[config.mk]
export PLATFORM = sky130hd
export DESIGN_NAME = line_buffer_ctrl_flat
export DESIGN_NICKNAME = d
export VERILOG_FILES = /design/src/rtl/line_buffer_if.sv /design/src/rtl/line_buffer_ctrl.sv /design/src/flat_wrapper.sv
export SDC_FILE = /design/constraint.sdc
export NUM_CORES = 1
export LEC_CHECK = 0
export BUFFER_PORTS_ARGS = -buffer_cell sky130_fd_sc_hd__buf_4
export CAP_MARGIN = 5
export CORE_MARGIN = 2
export CORE_UTILIZATION = 45
export DETAILED_ROUTE_END_ITERATION = 10
export HOLD_SLACK_MARGIN = 0.1
export PLACE_DENSITY = 0.64
export SETUP_SLACK_MARGIN = 0.4
export SYNTH_ARGS = -nofsm -noshare
export SYNTH_HDL_FRONTEND = slang
export SYNTH_SLANG_ARGS = --single-unit
[constraint.sdc]
create_clock -name clk -period 2.7 [get_ports clk]
set_input_delay 0.405 -clock clk [delete_from_list [all_inputs] [get_ports clk]]
set_output_delay 0.405 -clock clk [all_outputs]
set_load 0.01 [all_outputs]
[src/rtl/line_buffer_if.sv]
// ============================================================================
// line_buffer_if
// ----------------------------------------------------------------------------
// Signal bundle between the PPU-side line timing, the line buffer controller
// and the ping-pong line buffers / VGA timing generator.
//
//   ppu_line_start  one-cycle pulse while the PPU x counter equals 0
//   wr_addr         buffer write address (x_cnt >> 1)
//   buf_a_we        write enable, buffer A
//   buf_b_we        write enable, buffer B
//   wr_sel          0 = writing A, 1 = writing B
//   rd_sel          buffer read by the VGA side
//   vga_en          level that starts/holds the VGA h/v counters
//   sync_err        sticky line-alignment error flag
//
// master : the controller (consumes ppu_line_start, drives everything else)
// slave  : the environment (drives ppu_line_start, observes the rest)
// ============================================================================
interface line_buffer_if #(
    parameter int ADDR_W = 10
);
    logic              ppu_line_start;
    logic [ADDR_W-1:0] wr_addr;
    logic              buf_a_we;
    logic              buf_b_we;
    logic              wr_sel;
    logic              rd_sel;
    logic              vga_en;
    logic              sync_err;

    modport master (
        input  ppu_line_start,
        output wr_addr,
        output buf_a_we,
        output buf_b_we,
        output wr_sel,
        output rd_sel,
        output vga_en,
        output sync_err
    );

    modport slave (
        output ppu_line_start,
        input  wr_addr,
        input  buf_a_we,
        input  buf_b_we,
        input  wr_sel,
        input  rd_sel,
        input  vga_en,
        input  sync_err
    );
endinterface

[src/rtl/line_buffer_ctrl.sv]
// ============================================================================
// line_buffer_ctrl
// ----------------------------------------------------------------------------
// Sequencing controller for the ping-pong line-doubling buffers that sit
// between the PPU pixel stream and the VGA scan-out.
//
// Locks to the PPU line-start pulse, then walks an x counter over the PPU
// line. Every second clock it writes one pixel at address x_cnt>>1 into the
// buffer selected by wr_sel. At each line wrap the writer and reader buffers
// swap. Once two lines plus pipeline slack have been buffered, vga_en is
// raised to release the VGA timing generator.
//
// Alignment is checked on every line-start pulse: a pulse anywhere but the
// last x position relocks immediately and restarts the fill; a wrap with no
// pulse only flags the error and keeps free-running.
//
// Ports:
//   clk   pixel clock, all logic on the rising edge
//   rst   synchronous, active-high reset
//   lb    line_buffer_if.master (see the interface for signal meanings)
//
// Parameters:
//   PPU_LINE_CLKS  clocks per PPU line
//   STARTUP_DELAY  clocks from the first x_cnt==0 cycle to vga_en rising
//   ADDR_W         buffer address width
// ============================================================================
module line_buffer_ctrl #(
    parameter int PPU_LINE_CLKS = 1600,
    parameter int STARTUP_DELAY = 3201,
    parameter int ADDR_W        = 10
) (
    input  logic          clk,
    input  logic          rst,
    line_buffer_if.master lb
);

    typedef enum logic [1:0] {
        WAIT_SYNC = 2'd0,
        FILL      = 2'd1,
        RUN       = 2'd2
    } state_t;

    localparam logic [10:0] X_LAST  = 11'(PPU_LINE_CLKS - 1);
    localparam logic [11:0] ST_LAST = 12'(STARTUP_DELAY - 1);

    // Registered state.
    state_t      state;
    logic [10:0] x_cnt;
    logic [11:0] st_cnt;
    logic        wr_sel_q;
    logic        vga_en_q;
    logic        sync_err_q;

    // Next-state values.
    state_t      state_n;
    logic [10:0] x_n;
    logic [11:0] st_n;
    logic        wr_sel_n;
    logic        vga_en_n;
    logic        sync_err_n;

    // Output decode of the next state, registered alongside it so every
    // output is a flop while still tracking x_cnt cycle-for-cycle.
    logic        locked_n;
    logic        strobe_n;

    logic        at_wrap;
    logic        misaligned;

    assign at_wrap    = (x_cnt == X_LAST);
    // Any pulse away from the last x position means the PPU line started
    // somewhere we did not expect.
    assign misaligned = lb.ppu_line_start && !at_wrap;

    // NOTE: every variable assigned here gets a default first, so no path
    // leaves it unassigned and no latch is inferred.
    always_comb begin
        state_n    = state;
        x_n        = x_cnt;
        st_n       = st_cnt;
        wr_sel_n   = wr_sel_q;
        vga_en_n   = vga_en_q;
        sync_err_n = sync_err_q;

        case (state)
            WAIT_SYNC: begin
                // Counters held at zero until the first line-start pulse.
                x_n      = '0;
                st_n     = '0;
                wr_sel_n = 1'b0;
                vga_en_n = 1'b0;
                if (lb.ppu_line_start) begin
                    state_n = FILL;
                end
            end

            default: begin
                if (misaligned) begin
                    // Immediate relock: the pulse just seen becomes x = 0.
                    // This takes priority over a coincident wrap, so wr_sel
                    // is forced to A rather than toggled.
                    sync_err_n = 1'b1;
                    vga_en_n   = 1'b0;
                    x_n        = '0;
                    st_n       = '0;
                    wr_sel_n   = 1'b0;
                    state_n    = FILL;
                end else begin
                    if (at_wrap) begin
                        x_n      = '0;
                        wr_sel_n = !wr_sel_q;
                        // Wrap without a pulse: keep free-running, flag it.
                        if (!lb.ppu_line_start) begin
                            sync_err_n = 1'b1;
                        end
                    end else begin
                        x_n = x_cnt + 11'd1;
                    end

                    // Startup counter only advances while filling; once in
                    // RUN it stays frozen at STARTUP_DELAY.
                    if (state == FILL) begin
                        st_n = st_cnt + 12'd1;
                        if (st_cnt == ST_LAST) begin
                            vga_en_n = 1'b1;
                            state_n  = RUN;
                        end
                    end
                end
            end
        endcase
    end

    assign locked_n = (state_n != WAIT_SYNC);
    assign strobe_n = locked_n && !x_n[0];

    // NOTE: sequential state is written only with non-blocking assignments,
    // so every flop samples the pre-edge values of its neighbours.
    always_ff @(posedge clk) begin
        if (rst) begin
            // Reset wins over a coincident ppu_line_start.
            state       <= WAIT_SYNC;
            x_cnt       <= '0;
            st_cnt      <= '0;
            wr_sel_q    <= 1'b0;
            vga_en_q    <= 1'b0;
            sync_err_q  <= 1'b0;
            lb.wr_addr  <= '0;
            lb.buf_a_we <= 1'b0;
            lb.buf_b_we <= 1'b0;
            lb.wr_sel   <= 1'b0;
            lb.rd_sel   <= 1'b0;
            lb.vga_en   <= 1'b0;
            lb.sync_err <= 1'b0;
        end else begin
            state       <= state_n;
            x_cnt       <= x_n;
            st_cnt      <= st_n;
            wr_sel_q    <= wr_sel_n;
            vga_en_q    <= vga_en_n;
            sync_err_q  <= sync_err_n;
            lb.wr_addr  <= ADDR_W'(x_n >> 1);
            lb.buf_a_we <= strobe_n && !wr_sel_n;
            lb.buf_b_we <= strobe_n &&  wr_sel_n;
            lb.wr_sel   <= wr_sel_n;
            // The reader is the buffer not being written, but only once
            // locked; in WAIT_SYNC every output sits at 0.
            lb.rd_sel   <= locked_n && !wr_sel_n;
            lb.vga_en   <= vga_en_n;
            lb.sync_err <= sync_err_n;
        end
    end

    // Both buffers must never be written in the same cycle.
    a_we_exclusive: assert property (@(posedge clk) disable iff (rst)
        !(lb.buf_a_we && lb.buf_b_we));

endmodule
[src/flat_wrapper.sv]
// flat-port wrapper written by rule: the top's interface ports become plain ports
module line_buffer_ctrl_flat 
#(
    parameter int PPU_LINE_CLKS = 1600,
    parameter int STARTUP_DELAY = 3201,
    parameter int ADDR_W        = 10
)
  (clk, rst, lb_ppu_line_start, lb_wr_addr, lb_buf_a_we, lb_buf_b_we, lb_wr_sel, lb_rd_sel, lb_vga_en, lb_sync_err);
  line_buffer_if #(.ADDR_W(ADDR_W)) lb_i ();
  input  logic clk;
  input  logic rst;
  input wire logic [$bits(lb_i.ppu_line_start)-1:0] lb_ppu_line_start;
  output wire logic [$bits(lb_i.wr_addr)-1:0] lb_wr_addr;
  output wire logic [$bits(lb_i.buf_a_we)-1:0] lb_buf_a_we;
  output wire logic [$bits(lb_i.buf_b_we)-1:0] lb_buf_b_we;
  output wire logic [$bits(lb_i.wr_sel)-1:0] lb_wr_sel;
  output wire logic [$bits(lb_i.rd_sel)-1:0] lb_rd_sel;
  output wire logic [$bits(lb_i.vga_en)-1:0] lb_vga_en;
  output wire logic [$bits(lb_i.sync_err)-1:0] lb_sync_err;
  assign lb_i.ppu_line_start = lb_ppu_line_start;
  assign lb_wr_addr = lb_i.wr_addr;
  assign lb_buf_a_we = lb_i.buf_a_we;
  assign lb_buf_b_we = lb_i.buf_b_we;
  assign lb_wr_sel = lb_i.wr_sel;
  assign lb_rd_sel = lb_i.rd_sel;
  assign lb_vga_en = lb_i.vga_en;
  assign lb_sync_err = lb_i.sync_err;
  line_buffer_ctrl #(.PPU_LINE_CLKS(PPU_LINE_CLKS), .STARTUP_DELAY(STARTUP_DELAY), .ADDR_W(ADDR_W)) u_core (.clk(clk), .rst(rst), .lb(lb_i));
endmodule
# Word level (Yosys, flattened, before mapping)
# Index checks and enable logic that the tools add are counted.
# Widths: inputs -> output; s select.
# totals
input_bits	3
reg_bits	41
elab_cells	46
romBits	0
ramBits	0
mem_count	0
latchBits	0
# op_classes
reduce_logical	15
shift	0
addsub	2
muxes	14
n_div	0
multipliers	0
bitwise	1
n_eq_ne	4
magnitude_cmp	0
# ops
cell	n
$mux 11	3
$add 12x1->12 const B	1
$eq 12x12->1 const B	1
$add 11x1->11 const B	1
$eq 11x11->1 const B	1
$mux 2	5
$mux 1	6
$logic_and 1x1->1	5
$logic_not 1->1	4
$reduce_bool 2->1	2
$reduce_and 3->1	1
$reduce_or 3->1	1
$eq 2x1->1 const B	1
$logic_not 2->1	1
$ne 2x1->1 const B	1
$reduce_and 2->1	1
$not 1->1	1

# Depth between registers and ports, before layout
# Gate-level depths: netlist of run 1.
# depth
word_depth	8
mapped_depth	6
ltp_nobuf	6

# Worst setup path after synthesis of run 1
# OpenSTA, ideal clock, no wires.
# synth_timing
kind	register to register
start	reg u_core.x_cnt[0]
end	reg u_core.st_cnt[1]
slack_ns	0.893
arrival_ns	1.743
path_stages_with_launch	7
cell_sequence	dfxtp_1 ha_1 nand2_1 or4_1 a211o_1 buf_6 nor2_1
# synth_via
elab_chain_len	4
# synth_rtl
item	line_no	rtl
start, declared	line_buffer_ctrl.sv:48	logic [10:0] x_cnt;
start signal, assigned	line_buffer_ctrl.sv:157	x_cnt <= x_n;
$eq 11x11->1	line_buffer_ctrl.sv:70	assign at_wrap = (x_cnt == X_LAST);
$logic_not 1->1	line_buffer_ctrl.sv:73	assign misaligned = lb.ppu_line_start && !at_wrap;
$logic_and 1x1->1	line_buffer_ctrl.sv:73	
$reduce_or 3->1 (no line)	--	
end signal, assigned	line_buffer_ctrl.sv:158	st_cnt <= st_n;
end, declared	line_buffer_ctrl.sv:49	logic [11:0] st_cnt;
# No other way between the ends.
# A chain may end at the register's enable or synchronous reset.

# Worst setup path after layout of run 1
# layout_timing
start	reg u_core.x_cnt[0]
end	reg u_core.st_cnt[5]
# Same word-level chain as after synthesis.

==> impl_metrics.yaml, run 1 <==
timing:
  setup_viol: 0
  period_share_pct: 75.23
  setup_ws_ns: 0.6687
  rsz0062_at_grt: "no"
  final.setup.tns_ns: 0
  finalMaxSlewViolations: 0
  fmax_ghz: 0.4923
  hold_violations: 0
  skew_ns: 0.007338
  slew_headroom_pct: 70.69
  period_needed_ns: 2.031
  worst_slew_pin_slew_ns: 0.4381
grt:
  grt_overflow: 0
  grt_antenna_before_repair: 0
  grt_max_degree: 15
  grt_util_all_layers_pct: 15.36
  grt_pass1_wl_um: 4029
  grt_pass1_vias: 935
layout:
  areaGrowthSynthToFinish_pct: 9.895
  nets: 181
  antennaDiodeCount: 0
  final_layout_size_suffix_gt1_share_pct: 14.94
yosys:
  synth_commonest_cells: "32 x nor2_1, 31 x dfxtp_1, 14 x nand2_1, 14 x xnor2_1, 10 x buf_4"
  yosys.area.top_type_share_pct: 43.43
  yosys_warnings: 0
  async_flop_share_pct: 0
  synthTopCellsByArea: "dfxtp_1 43%, xnor2_1 8.6%, nor2_1 8.4%, buf_4 5.3%, nand2_1 3.7%"
  syn_inst: 163
  synth_top_cell_by_area: "dfxtp_1"
  syn_area_per_cell_um2: 8.766
  ys_seq_area_share_pct: 43.43
  ys_types: 34
  synth_area_um2: 1429
  syn_nets: 169
  synthFlopType: "dfxtp_1"
  synth_edf_count: 0
  synth.most_common_cell: "nor2_1"
  yosys_register_bits: 31
cts:
  clock_latency_ns: 0.33
  htreeDepth: 2
  clkSinkCount: 31
  cts_made_buffers: 5
  cts_hold_buf: 0
  cts_buffer_depth: 2
  cts_tree: "built"
  path_clk_slew_ns: 0.09
  root_buffer: "clkbuf_4"
power:
  vdd_drop_max_v: 0.0003236
  p_leak_nw: 0.5336
  power_density_nw_per_um2: 466.0
worst_setup_path:
  worst_path_max_delay_cell: "or4_4"
  cp_slowest_stage_delay_ns: 0.57
  start_kind: "register"
  path_cells: "ha_1 > nand2_1 > or4_4 > a211o_2 > nor2_1"
  r2r_slack_ns: 0.67
  cp_top_family: "simple AND/OR/NAND/NOR gates"
  end_kind: "register"
  crit_required_ns: 2.97
  worstPathArrival_ns: 2.30
  crit_type: "reg2reg"
  cp_max_fo: 14
  path_buf_inv: 0
floorplan:
  dieArea_um2: 3642
  ioPinCount: 19
  core_area_um2: 3028
  die_h_um: 60.35
  start_util_pct: 47.19
  die_w_um: 60.35
  fp-row-count: 20
outcome:
  status: "completed"
route:
  avgRoutedWirePerCell_um: 11.08
  ant_nets: 0
  wl_um: 2416
  vias_per_cell: 4.950
  drt_iter0_drc: 31
  first_pass_iters: 4
  vias: 1079
  drc_errors: 0
place:
  place.gp.congestion: 0.8185
  hpwl_um: 1729
  io_buffers: 18
  pre_cts_ws_ns: 0.4981
run:
  cap_violations: 0
hold_path:
  min_path_type: "in2reg"
[worst reg2reg max path, cell delays in order, from the launching register on]
cell     delay, ns
dfxtp_1       0.42
ha_1          0.24
nand2_1       0.12
or4_4         0.57
a211o_2       0.49
nor2_1        0.14
[metrics by stage]
stage,power (mW),cell area (um^2),instances,utilization [%],hold WS [ns]
floorplan,0.4954,1429,163,-,0.4521
global placement,0.5063,1524,212,50.33,0.4587
detailed placement,0.5063,1524,212,50.33,0.4595
CTS,0.7469,1565,218,51.69,0.2743
global route,0.7690,1570,218,51.86,0.2679
finish,0.7318,1570,218,51.86,0.2877
[cell usage in the layout (no fill, tap or decap), drive strengths merged]
| cell | instances |
|---|---|
| and4 | 1 |
| a211oi | 2 |
| nand2b | 2 |
| clkbuf | 6 |
| or4 | 1 |
| buf | 18 |
| o21ai | 2 |
| and3 | 2 |
| nor4bb | 1 |
| nand4bb | 1 |
| a21oi | 3 |
| and4b | 1 |
| nand4b | 1 |
| nand2 | 14 |
| and3b | 1 |
| mux2i | 1 |
| inv | 5 |
| a211o | 1 |
| nor2 | 32 |
| nand4 | 3 |
| dfxtp | 31 |
| nand3 | 4 |
| nor3b | 1 |
| nor3 | 6 |
| o311a | 2 |
| nor2b | 1 |
| xor2 | 6 |
| ha | 3 |
| nand3b | 2 |
| nor4 | 6 |
| xnor2 | 14 |
[worst paths after layout]
| check | startpoint | to | cells after the start |
|---|---|---|---|
| max | u_core.x_cnt[0]$_SDFF_PP0_ | u_core.st_cnt[5]$_SDFFE_PP0N_ | 5 |
| min | rst | u_core.state[0]$_SDFF_PP0_ | 2 |
| min reg2reg | u_core.sync_err_q$_SDFFE_PP0P_ | u_core.sync_err_q$_SDFFE_PP0P_ | 2 |
| max reg2reg | u_core.x_cnt[0]$_SDFF_PP0_ | u_core.st_cnt[5]$_SDFFE_PP0N_ | 5 |
[cells by family after synthesis]
logic type | share of synthesized area [%]
simple gates | 28.20
flops | 43.43
xor+xnor | 12.26
buf+inv | 7.968
compound gates | 4.816
fa+ha+maj | 2.627
mux | 0.7006
[repair_timing]
| item | CTS | global route |
|---|---|---|
| setup endpoints to repair | 0 | 14 |
| buffers inserted | 0 | 0 |
| gates resized for setup | 0 | 2 |
[final cells by class]
type                       count  area, um^2
clock buffer                   6       41.29
tap                           44       55.05
multi-input combinational    114       699.4
inverter                       5       18.77
fill                         291        1458
timing repair buffer          18       135.1
sequential                    31       620.6
[report_power, final]
part / switching, mW / leakage (nW) / total, mW / internal, mW
clock network: 0.144 / 0.0242 / 0.236 / 0.0923
logic: 0.0171 / 0.259 / 0.0301 / 0.0130
registers: 0.00371 / 0.251 / 0.466 / 0.462
total: 0.165 / 0.534 / 0.732 / 0.567
[per-layer routing]
layer	vias up	global-route usage, %	share of wire [%]
li1	566	-	-
met1	486	18.15	49
met2	19	24.07	43
met3	8	6.397	5.2
met4	0	7.619	2.6
met5	-	0	0
[registers in the layout, indices dropped and copies added (netlist names)]
register,cells
u_core.lb.buf_b_we,1
u_core.lb.wr_addr,10
u_core.state,2
u_core.vga_en_q,1
u_core.lb.rd_sel,1
u_core.lb.buf_a_we,1
u_core.wr_sel_q,1
u_core.x_cnt,1
u_core.sync_err_q,1
u_core.st_cnt,12
Power figures use the tool's default switching activity.
==> run 2, diff against run 1 <==
PLACE_DENSITY = 0.66   (was 0.64)
clock period = 1.65 ns   (was 2.7 ns; I/O delays follow)
==> impl_metrics.yaml, run 2 (same netlist as run 1, synthesis figures left out) <==
place:
  hpwl_um: 2064
  io_buffers: 18
  place.gp.congestion: 0.7607
  pre_cts_ws_ns: -0.08080
  dp.cells: 230
worst_setup_path:
  worstPathArrival_ns: 1.90
  r2r_slack_ns: -0.03
  start_kind: "register"
  ff2ff_path_depth: 4
  regToRegEndpoint: "u_core.lb.rd_sel$_SDFF_PP0_"
  crit_required_ns: 1.88
  crit_type: "reg2reg"
  r2r_start: "u_core.lb.wr_addr[7]$_SDFF_PP0_"
  cp_max_fo: 10
  end_kind: "register"
layout:
  layout_commonest_cell: "buf_4"
  instances_no_fill: 239
  largest_reg_flops: 12
  nets: 200
  fillers: 265
  final_layout_size_suffix_gt1_share_pct: 31.79
  top_regs: "u_core.st_cnt (12), u_core.lb.wr_addr (10), u_core.state (2)"
  layout_common_cells: "32 x buf_4, 29 x nor2_1, 25 x dfxtp_1, 14 x xnor2_1, 12 x nand2_1"
  regMostFlops: "u_core.st_cnt"
  antennaDiodeCount: 0
  areaGrowthSynthToFinish_pct: 29.42
timing:
  rsz0062_at_grt: "yes"
  setup_viol: 3
  fmax_ghz: 0.5960
  hold_violations: 0
  worst_slew_pin_slew_ns: 0.3735
  period_needed_ns: 1.678
  slew_headroom_pct: 74.87
  setup_ws_ns: -0.02779
  period_share_pct: 101.7
  finalMaxSlewViolations: 0
  skew_ns: 0.01207
cts:
  clock_latency_ns: 0.34
  cts_hold_buf: 0
  htreeDepth: 2
  cts_made_buffers: 5
  root_buffer: "clkbuf_4"
  cts_buffer_depth: 2
  clkSinkCount: 31
  path_clk_slew_ns: 0.10
  cts_tree: "built"
floorplan:
  dieArea_um2: 3642
  die_h_um: 60.35
  die_w_um: 60.35
  ioPinCount: 19
  fp-row-count: 20
  start_util_pct: 47.19
  core_area_um2: 3028
route:
  first_pass_iters: 4
  ant_nets: 0
  vias_per_cell: 4.895
  vias: 1170
  avgRoutedWirePerCell_um: 12.18
  drc_errors: 0
  drt_iter0_drc: 43
  wl_um: 2912
grt:
  grt_pass1_wl_um: 4802
  grt_util_all_layers_pct: 18.17
  grt_antenna_before_repair: 0
  grt_overflow: 0
  grt_pass1_vias: 1107
  grt_max_degree: 15
hold_path:
  whs_path_depth: 2
  min_path_type: "in2reg"
  min_from: "rst"
  hold_end: "u_core.state[0]$_SDFF_PP0_"
power:
  power_density_nw_per_um2: 723.4
  p_leak_nw: 0.6667
  vdd_drop_max_v: 0.0005174
outcome:
  status: "finished with violations"
  violations: "setup timing"
run:
  cap_violations: 0
[run 2: changes by cell type in the layout (fill, tap and decap cells not counted), moves of 3 or more]
cell / before / now
nor2_1: 32 / 29
dfxtp_2: 0 / 4
dfxtp_1: 31 / 25
buf_6: 0 / 3
buf_4: 18 / 32
[run 2: layout make-up]
class / instances / area, um^2 / share of cell area, %
clock buffer: 8 / 68.82 / 3.721
multi-input combinational: 115 / 779.5 / 42.15
timing repair buffer: 36 / 294.0 / 15.90
sequential: 31 / 633.1 / 34.24
tap: 44 / 55.05 / 2.977
inverter: 5 / 18.77 / 1.015
[run 2: report_power, final]
| part | total, mW | switching, mW | leakage [nW] | internal [mW] |
|---|---|---|---|---|
| Combinational | 0.0702 | 0.0374 | 0.374 | 0.0328 |
| Sequential | 0.760 | 0.00625 | 0.254 | 0.753 |
| Clock | 0.508 | 0.258 | 0.0386 | 0.250 |
[run 2: worst max path at each step]
stage                                               start  cells past startpoint  slack [ns]                        endpoint
after global routing      u_core.lb.wr_addr[7]$_SDFF_PP0_                      4       -0.05     u_core.lb.rd_sel$_SDFF_PP0_
after detailed placement  u_core.lb.wr_addr[7]$_SDFF_PP0_                      4       -0.08   u_core.st_cnt[8]$_SDFFE_PP0N_
after global placement         u_core.x_cnt[0]$_SDFF_PP0_                      5        0.04   u_core.st_cnt[9]$_SDFFE_PP0N_
after floorplan                u_core.x_cnt[0]$_SDFF_PP0_                      5        0.07   u_core.lb.buf_a_we$_SDFF_PP0_
after CTS                 u_core.lb.wr_addr[7]$_SDFF_PP0_                      4      -0.004  u_core.st_cnt[10]$_SDFFE_PP0N_
final                     u_core.lb.wr_addr[7]$_SDFF_PP0_                      4       -0.03     u_core.lb.rd_sel$_SDFF_PP0_
[run 2: per-stage QoR]
step	total power [mW]	util, %	setup TNS, ns	area, um^2	hold slack [ns]
final	1.338	61.07	-0.05986	1849	0.1553
after global routing	1.398	61.07	-0.3722	1849	0.1526
after CTS	1.353	59.96	-0.01050	1815	0.1231
after detailed placement	0.8371	56.32	-0.8200	1705	0.4797
after global placement	0.8364	56.32	0	1705	0.4604
after floorplan	0.8089	-	0	1465	0.4045
[run 2: what timing repair did]
action                                  CTS  global route
setup buffers                             0             0
gates resized for setup                  12             6
endpoints found under the hold margin     0             0
gates cloned                              0             1
endpoints found under the setup margin   31            33
pin swaps                                 0             2
[run 2: worst max-delay path: stages, from the launching register on]
cell and delay, ns:
dfxtp_1 0.33, nand4bb_1 0.20, or4_4 0.54, buf_6 0.17, o311a_1 0.32
[run 2: per-layer routing]
metal	GRT usage, %	part of all wire, %	vias to the layer above
li1	-	-	615
met4	8.571	1.9	0
met2	29.66	48	21
met5	0	0	-
met1	21.38	46	529
met3	6.397	4.0	5
